$ cat config.mk
export PLATFORM = sky130hd
export DESIGN_NAME = wb_dnsize_64to32
export DESIGN_NICKNAME = d
export VERILOG_FILES = /design/src/rtl/wb_dnsize_64to32.sv
export SDC_FILE = /design/constraint.sdc
export NUM_CORES = 1
export LEC_CHECK = 0
export CAP_MARGIN = 20
export CORE_MARGIN = 1
export CORE_UTILIZATION = 51
export CTS_CLUSTER_DIAMETER = 40
export DETAILED_ROUTE_END_ITERATION = 10
export GPL_TIMING_DRIVEN = 0
export PLACE_DENSITY = 0.89
export SETUP_SLACK_MARGIN = 0.1
export SLEW_MARGIN = 20
export SYNTH_ARGS = -nofsm -noshare
export SYNTH_HDL_FRONTEND = slang
export SYNTH_SLANG_ARGS = --single-unit
$ cat constraint.sdc
create_clock -name sys_clock_i -period 8.06 [get_ports sys_clock_i]
set_clock_uncertainty 0.1 [all_clocks]
set_input_delay 1.209 -clock sys_clock_i [delete_from_list [all_inputs] [get_ports sys_clock_i]]
set_output_delay 1.209 -clock sys_clock_i [all_outputs]
set_load 0.05 [all_outputs]
$ cat src/rtl/wb_dnsize_64to32.sv
`default_nettype none
`timescale 1ns/1ps
// ============================================================================
//  Module      : wb_dnsize_64to32
//  Description : Wishbone classic 64-bit to 32-bit downsizer. Each master
//                access becomes zero, one or two narrow accesses (high word
//                first, at the lower address), read data is reassembled and
//                a single ack is returned. A watchdog abandons a half that
//                is never acked, so a dead slave cannot stall the core.
//  Revision    : 1.0  initial release
// ============================================================================
module wb_dnsize_64to32 #(
   parameter int ADDR_W  = 32,
   parameter int TIMEOUT = 1024
) (
   input  logic              sys_clock_i,
   input  logic              sys_reset_i,
   input  logic              wbs_cycle_i,
   input  logic              wbs_strobe_i,
   input  logic              wbs_we_i,
   input  logic [63:0]       wbs_addr_i,
   input  logic [63:0]       wbs_data_i,
   input  logic [7:0]        wbs_sel_i,
   output logic              wbs_ack_o,
   output logic [63:0]       wbs_data_o,
   output logic              wbn_cycle_o,
   output logic              wbn_strobe_o,
   output logic              wbn_we_o,
   output logic [ADDR_W-1:0] wbn_addr_o,
   output logic [31:0]       wbn_data_o,
   output logic [3:0]        wbn_sel_o,
   input  logic              wbn_ack_i,
   input  logic [31:0]       wbn_data_i,
   output logic              timeout_o
);

   localparam logic [1:0] S_IDLE = 2'd0;
   localparam logic [1:0] S_HI   = 2'd1;
   localparam logic [1:0] S_LO   = 2'd2;
   localparam logic [1:0] S_DONE = 2'd3;

   localparam int TCW = (TIMEOUT > 1) ? $clog2(TIMEOUT) : 1;

   logic [1:0]        r_state;
   logic [1:0]        w_next;

   // request captured on acceptance
   logic              r_we;
   logic [ADDR_W-4:0] r_addr;
   logic [63:0]       r_wdata;
   logic [7:0]        r_sel;

   // reassembled read data and sticky timeout flag
   logic [63:0]       r_rdata;
   logic              r_tflag;

   logic              w_busy;
   logic              w_tmo;
   logic              w_half_end;

   // request source: live inputs while idle, captured copy afterwards
   logic              w_we_src;
   logic [ADDR_W-4:0] w_addr_src;
   logic [63:0]       w_wdata_src;
   logic [7:0]        w_sel_src;
   logic [63:0]       w_mask;

   // next values of the registered outputs and datapath
   logic [63:0]       w_rdata_n;
   logic              w_tflag_n;
   logic              w_cyc_n;
   logic              w_we_n;
   logic [ADDR_W-1:0] w_addr_n;
   logic [31:0]       w_ndata_n;
   logic [3:0]        w_nsel_n;
   logic              w_ack_n;
   logic [63:0]       w_sdata_n;
   logic              w_tout_n;

   // byte-address bits [2:0] and bits above ADDR_W carry no meaning here
   logic              w_unused_addr;
   assign w_unused_addr = ^wbs_addr_i;

   assign w_busy     = (r_state == S_HI) || (r_state == S_LO);
   // a half finishes on a narrow ack or on watchdog expiry, unless aborted
   assign w_half_end = w_busy && wbs_cycle_i && (wbn_ack_i || w_tmo);

   generate
      if (TIMEOUT > 0) begin : g_wdog
         logic [TCW-1:0] r_tcnt;

         // restart on every state change (each half start), count while waiting
         always_ff @(posedge sys_clock_i) begin
            if (sys_reset_i) begin
               r_tcnt <= '0;
            end else if ((w_next != r_state) || !w_busy) begin
               r_tcnt <= '0;
            end else begin
               r_tcnt <= r_tcnt + 1'b1;
            end
         end

         assign w_tmo = w_busy && !wbn_ack_i && (r_tcnt == TCW'(TIMEOUT - 1));
      end else begin : g_nowdog
         assign w_tmo = 1'b0;
      end
   endgenerate

   // state register
   always_ff @(posedge sys_clock_i) begin
      if (sys_reset_i) begin
         r_state <= S_IDLE;
      end else begin
         r_state <= w_next;
      end
   end

   // next-state logic: dispatch on byte selects, master abort beats narrow ack
   always_comb begin
      w_next = r_state;
      case (r_state)
         S_IDLE: begin
            if (wbs_cycle_i && wbs_strobe_i) begin
               if (|wbs_sel_i[7:4]) begin
                  w_next = S_HI;
               end else if (|wbs_sel_i[3:0]) begin
                  w_next = S_LO;
               end else begin
                  w_next = S_DONE;
               end
            end
         end
         S_HI: begin
            if (!wbs_cycle_i) begin
               w_next = S_IDLE;
            end else if (w_half_end) begin
               w_next = (|r_sel[3:0]) ? S_LO : S_DONE;
            end
         end
         S_LO: begin
            if (!wbs_cycle_i) begin
               w_next = S_IDLE;
            end else if (w_half_end) begin
               w_next = S_DONE;
            end
         end
         default: w_next = S_IDLE;
      endcase
   end

   // output logic: next values of every registered output, from next state
   always_comb begin
      w_we_src    = (r_state == S_IDLE) ? wbs_we_i                   : r_we;
      w_addr_src  = (r_state == S_IDLE) ? wbs_addr_i[ADDR_W-1:3]     : r_addr;
      w_wdata_src = (r_state == S_IDLE) ? wbs_data_i                 : r_wdata;
      w_sel_src   = (r_state == S_IDLE) ? wbs_sel_i                  : r_sel;

      for (int i = 0; i < 8; i++) begin
         w_mask[8*i +: 8] = {8{w_sel_src[i]}};
      end

      w_rdata_n = r_rdata;
      w_tflag_n = r_tflag;
      if (r_state == S_IDLE) begin
         w_rdata_n = '0;
         w_tflag_n = 1'b0;
      end else if (w_half_end) begin
         if (wbn_ack_i) begin
            if (!r_we) begin
               if (r_state == S_HI) begin
                  w_rdata_n[63:32] = wbn_data_i;
               end else begin
                  w_rdata_n[31:0] = wbn_data_i;
               end
            end
         end else begin
            // abandoned half reads as all ones
            w_tflag_n = 1'b1;
            if (r_state == S_HI) begin
               w_rdata_n[63:32] = '1;
            end else begin
               w_rdata_n[31:0] = '1;
            end
         end
      end

      w_cyc_n   = (w_next == S_HI) || (w_next == S_LO);
      w_we_n    = 1'b0;
      w_addr_n  = '0;
      w_ndata_n = '0;
      w_nsel_n  = '0;
      if (w_next == S_HI) begin
         w_we_n    = w_we_src;
         w_addr_n  = {w_addr_src, 3'b000};
         w_ndata_n = w_wdata_src[63:32];
         w_nsel_n  = w_sel_src[7:4];
      end else if (w_next == S_LO) begin
         w_we_n    = w_we_src;
         w_addr_n  = {w_addr_src, 3'b100};
         w_ndata_n = w_wdata_src[31:0];
         w_nsel_n  = w_sel_src[3:0];
      end

      w_ack_n   = (w_next == S_DONE);
      w_sdata_n = (w_ack_n && !w_we_src) ? (w_rdata_n & w_mask) : 64'd0;
      w_tout_n  = w_ack_n && w_tflag_n;
   end

   // registered outputs, request capture and read-data assembly
   always_ff @(posedge sys_clock_i) begin
      if (sys_reset_i) begin
         r_we         <= 1'b0;
         r_addr       <= '0;
         r_wdata      <= '0;
         r_sel        <= '0;
         r_rdata      <= '0;
         r_tflag      <= 1'b0;
         wbs_ack_o    <= 1'b0;
         wbs_data_o   <= '0;
         wbn_cycle_o  <= 1'b0;
         wbn_strobe_o <= 1'b0;
         wbn_we_o     <= 1'b0;
         wbn_addr_o   <= '0;
         wbn_data_o   <= '0;
         wbn_sel_o    <= '0;
         timeout_o    <= 1'b0;
      end else begin
         if (r_state == S_IDLE) begin
            r_we    <= wbs_we_i;
            r_addr  <= wbs_addr_i[ADDR_W-1:3];
            r_wdata <= wbs_data_i;
            r_sel   <= wbs_sel_i;
         end
         r_rdata      <= w_rdata_n;
         r_tflag      <= w_tflag_n;
         wbs_ack_o    <= w_ack_n;
         wbs_data_o   <= w_sdata_n;
         wbn_cycle_o  <= w_cyc_n;
         wbn_strobe_o <= w_cyc_n;
         wbn_we_o     <= w_we_n;
         wbn_addr_o   <= w_addr_n;
         wbn_data_o   <= w_ndata_n;
         wbn_sel_o    <= w_nsel_n;
         timeout_o    <= w_tout_n;
      end
   end

endmodule
`default_nettype wire

==> results.json <==
{
  "status": "finished clean",
  "ctsHoldBuffers": 0,
  "path_max_fanout": 10,
  "min_period_ns": 4.42,
  "vias": 9366,
  "rsz0062_at_grt": "false",
  "synth_cell_types": 52,
  "critPathKind": "primary input to flop",
  "slew_headroom_pct": 60.7,
  "synth_top_family_by_area": "simple AND/OR/NAND/NOR gates",
  "cts_tree": "done",
  "fin_tns_setup_ns": 0,
  "fin_ws_ns": 3.64,
  "synthAdderAreaFrac_pct": 0.900,
  "diodes": 0,
  "grt_pass1_wl_mm": 48.5,
  "pre_cts_slack_ns": 3.16,
  "worst_pin_slew_ns": 0.585,
  "synthCells": 1106,
  "synth_warnings": 0,
  "grt_util_all_layers_pct": 27.6,
  "post-route-util_pct": 73.1,
  "timing.fmax_ghz": 0.226,
  "layout.nets": 1601,
  "synthMuxAreaShare_pct": 9.18,
  "antenna_found_initial": 1,
  "r2r_slack_ns": 3.95,
  "fin_cells": 1720,
  "ys_seq_area_share_pct": 56.3,
  "power_frac_clock_pct": 45.7,
  "fin_crit_sh_pct": 54.8,
  "cts_sinks": 313,
  "htreeDepth": 2,
  "hold_slack_ns": 0.376,
  "gp_congestion": 0.813,
  "cellLeakagePower_nw": 6.29,
  "clockBufferDepth": 3,
  "remaining_drc_errors": 0,
  "first_global_vias": 9467,
  "port_buffers": 272,
  "internal-power_mw": 2.89,
  "netlist_area_um2": 11100,
  "firstDrtPassIters": 5,
  "crit_family": "buffers and inverters",
  "clock-root-buffer": "clkbuf_16",
  "syn_avg_cell_area_um2": 10.1,
  "worst_setup_path_end_kind": "flop",
  "path_common_cell": "clkbuf_1",
  "cp_slowest_cell": "clkdlybuf4s50_1",
  "core_um2": 21200,
  "ys_seq_elements": 313,
  "start_util_pct": 52.4,
  "synth_top_area_share_pct": 56.3,
  "ant_nets": 0,
  "synthTopCellsByArea": "dfxtp_1 56%, mux2i_1 9.2%, nor2_1 7.1%, nor3_1 3.2%, a2bb2oi_1 2.6%",
  "netSwitchingPower_uw": 959,
  "final-hold-violation-count": 0,
  "drv_cap": 0,
  "setup_viol": 0,
  "cp.required_ns": 8.32,
  "crit_chain": "clkdlybuf4s50_1 > nand3_1 > buf_2 > buf_4 > a31oi_1 > a21oi_1 > or2_1 > ha_1 > clkbuf_1 > nor2_1 > nand2_1 > clkbuf_1 > o21ai_0",
  "drive_gt1_share_pct": 9.00,
  "viasPerCell": 5.45,
  "p_seq_share_pct": 42.4,
  "clk_latency_ns": 0.52,
  "wl_mm": 31.8,
  "grt_overflow_total": 0,
  "drt-initial-drc-count": 612,
  "top_level_ports": 311,
  "dp.cells": 1654,
  "cts_inserted_buffers": 38,
  "start_kind": "primary input",
  "area_delta_synth_final_pct": 39.3,
  "synth-xor-area-share_pct": 0.630,
  "die_y_um": 150,
  "critPathArrivalTime_ns": 4.68,
  "hpwl_mm": 22.0,
  "finalMaxSlewViolations": 0,
  "vdd_drop_max_mv": 0.187,
  "holdCritPathClass": "flop to flop",
  "rows": 53,
  "die_w_um": 150,
  "wl_per_cell_um": 18.5,
  "dieArea_um2": 22400,
  "synth_compound_area_share_pct": 10.9,
  "clk_pin_slew_ns": 0.06,
  "p_comb_share_pct": 11.9,
  "synthSimpleGateAreaFrac_pct": 18.3,
  "synth_area_leader_cell": "dfxtp_1",
  "crit_path_max_incr_delay_ns": 0.55,
  "crit_buf_inv": 5,
  "p_sw_share_pct": 24.9,
  "post_cts_resize_count": 0,
  "p_per_area_nw_per_um2": 248,
  "cts_setup_buffers": 0,
  "grt_max_degree": 15
}
-- Yosys cell counts (all sizes together) --
cell,instances
a211oi,28
a21boi,1
a21oi,38
a221o,6
a2bb2oi,33
a311oi,2
a31o,1
a31oi,1
and2,13
and2b,5
and3,2
and3b,1
and4,2
buf,39
clkbuf,41
conb,1
dfxtp,313
ha,8
inv,4
mux2i,102
nand2,45
nand2b,6
nand3,4
nand4,2
nor2,210
nor2b,25
nor3,71
nor3b,20
nor4,3
o211a,1
o21a,23
o21ai,34
o22ai,5
o31ai,1
or2,4
or3b,1
or4,2
xnor2,3
xor2,5
-- sequential cells by signal, indices dropped and copies added, names as in the netlist, 2 cells and up --
signal and cells:
r_state 2, g_wdog.r_tcnt 10, wbn_sel_o 4, wbn_addr_o 30, wbn_data_o 32, r_rdata 64, wbs_data_o 64, r_wdata 64
r_addr 29, r_sel 8
-- area by class of cell --
type,count,area [um^2]
tap,275,344
inverter,4,15.0
fill,1419,5720
timing repair buffer,272,2720
clock buffer,45,1040
multi-input combinational,710,4460
buffer,80,393
sequential,313,6270
clock inverter,21,268
-- cells in the final DEF (no fill, tap or decap), drive strengths merged, types with 3 or more instances in the layout --
master / count
clkdlybuf4s50: 272
nor2b: 25
nor3b: 20
or2: 4
nand2b: 6
clkinvlp: 3
mux2i: 102
nor3: 71
o21a: 23
nand2: 45
bufinv: 5
o22ai: 5
nand3: 4
and2: 13
clkinv: 7
nor2: 210
dfxtp: 313
ha: 8
and2b: 5
a2bb2oi: 33
clkbuf: 86
a21oi: 38
inv: 10
o21ai: 34
a221o: 6
buf: 39
a211oi: 28
xor2: 5
nor4: 3
xnor2: 3
-- cells by family (layout without fill, tap and decap cells) --
family | count (synthesis) | count (layout)
simple gates | 416 | 416
mux | 102 | 102
compound gates | 174 | 174
other cells | 1 | 2
buf+inv | 84 | 422
flops | 313 | 313
fa+ha+maj | 8 | 8
xor+xnor | 8 | 8
-- worst reg2reg max path, delay by kind of cell, from the launching register on --
family	cells	cell delay, ns
AOI/OAI and AO/OA	3	0.60
adders and majority gates	2	0.49
buffers and inverters	5	1.46
DFF	1	0.53
and+or+nand+nor	4	0.75
-- path summary, 6_finish.rpt --
kind | from | endpoint | cells after the start
max | wbs_cycle_i | wbn_data_o[26] | 13
min | r_tflag | r_tflag | 2
max reg2reg | r_state[0] | wbn_data_o[26] | 14
min reg2reg | r_tflag | r_tflag | 2
-- per-layer routing --
metal	vias up	share of wire [%]	global-route usage (%)
met5	-	0.054	0
met4	2	2.9	9.60
met3	77	10	8.87
met2	467	49	48.7
met1	4416	38	31.2
li1	4404	-	-
-- power by group through the flow --
stage / sequential (mW) / clock, mW / combinational [mW]
after floorplan: 1.73 / 0 / 0.206
after global placement: 1.66 / 0 / 0.440
after detailed placement: 1.66 / 0 / 0.450
after CTS: 1.63 / 1.77 / 0.457
after global routing: 1.64 / 1.83 / 0.488
final: 1.63 / 1.76 / 0.458
-- through the flow --
step | instance area, um^2 | total power [mW]
2_1_floorplan | 11100 | 1.94
3_3_place_gp | 14200 | 2.10
3_5_place_dp | 14200 | 2.11
4_1_cts | 15500 | 3.86
5_1_grt | 15500 | 3.96
6_report | 15500 | 3.85
(Power assumes the default switching activity.)
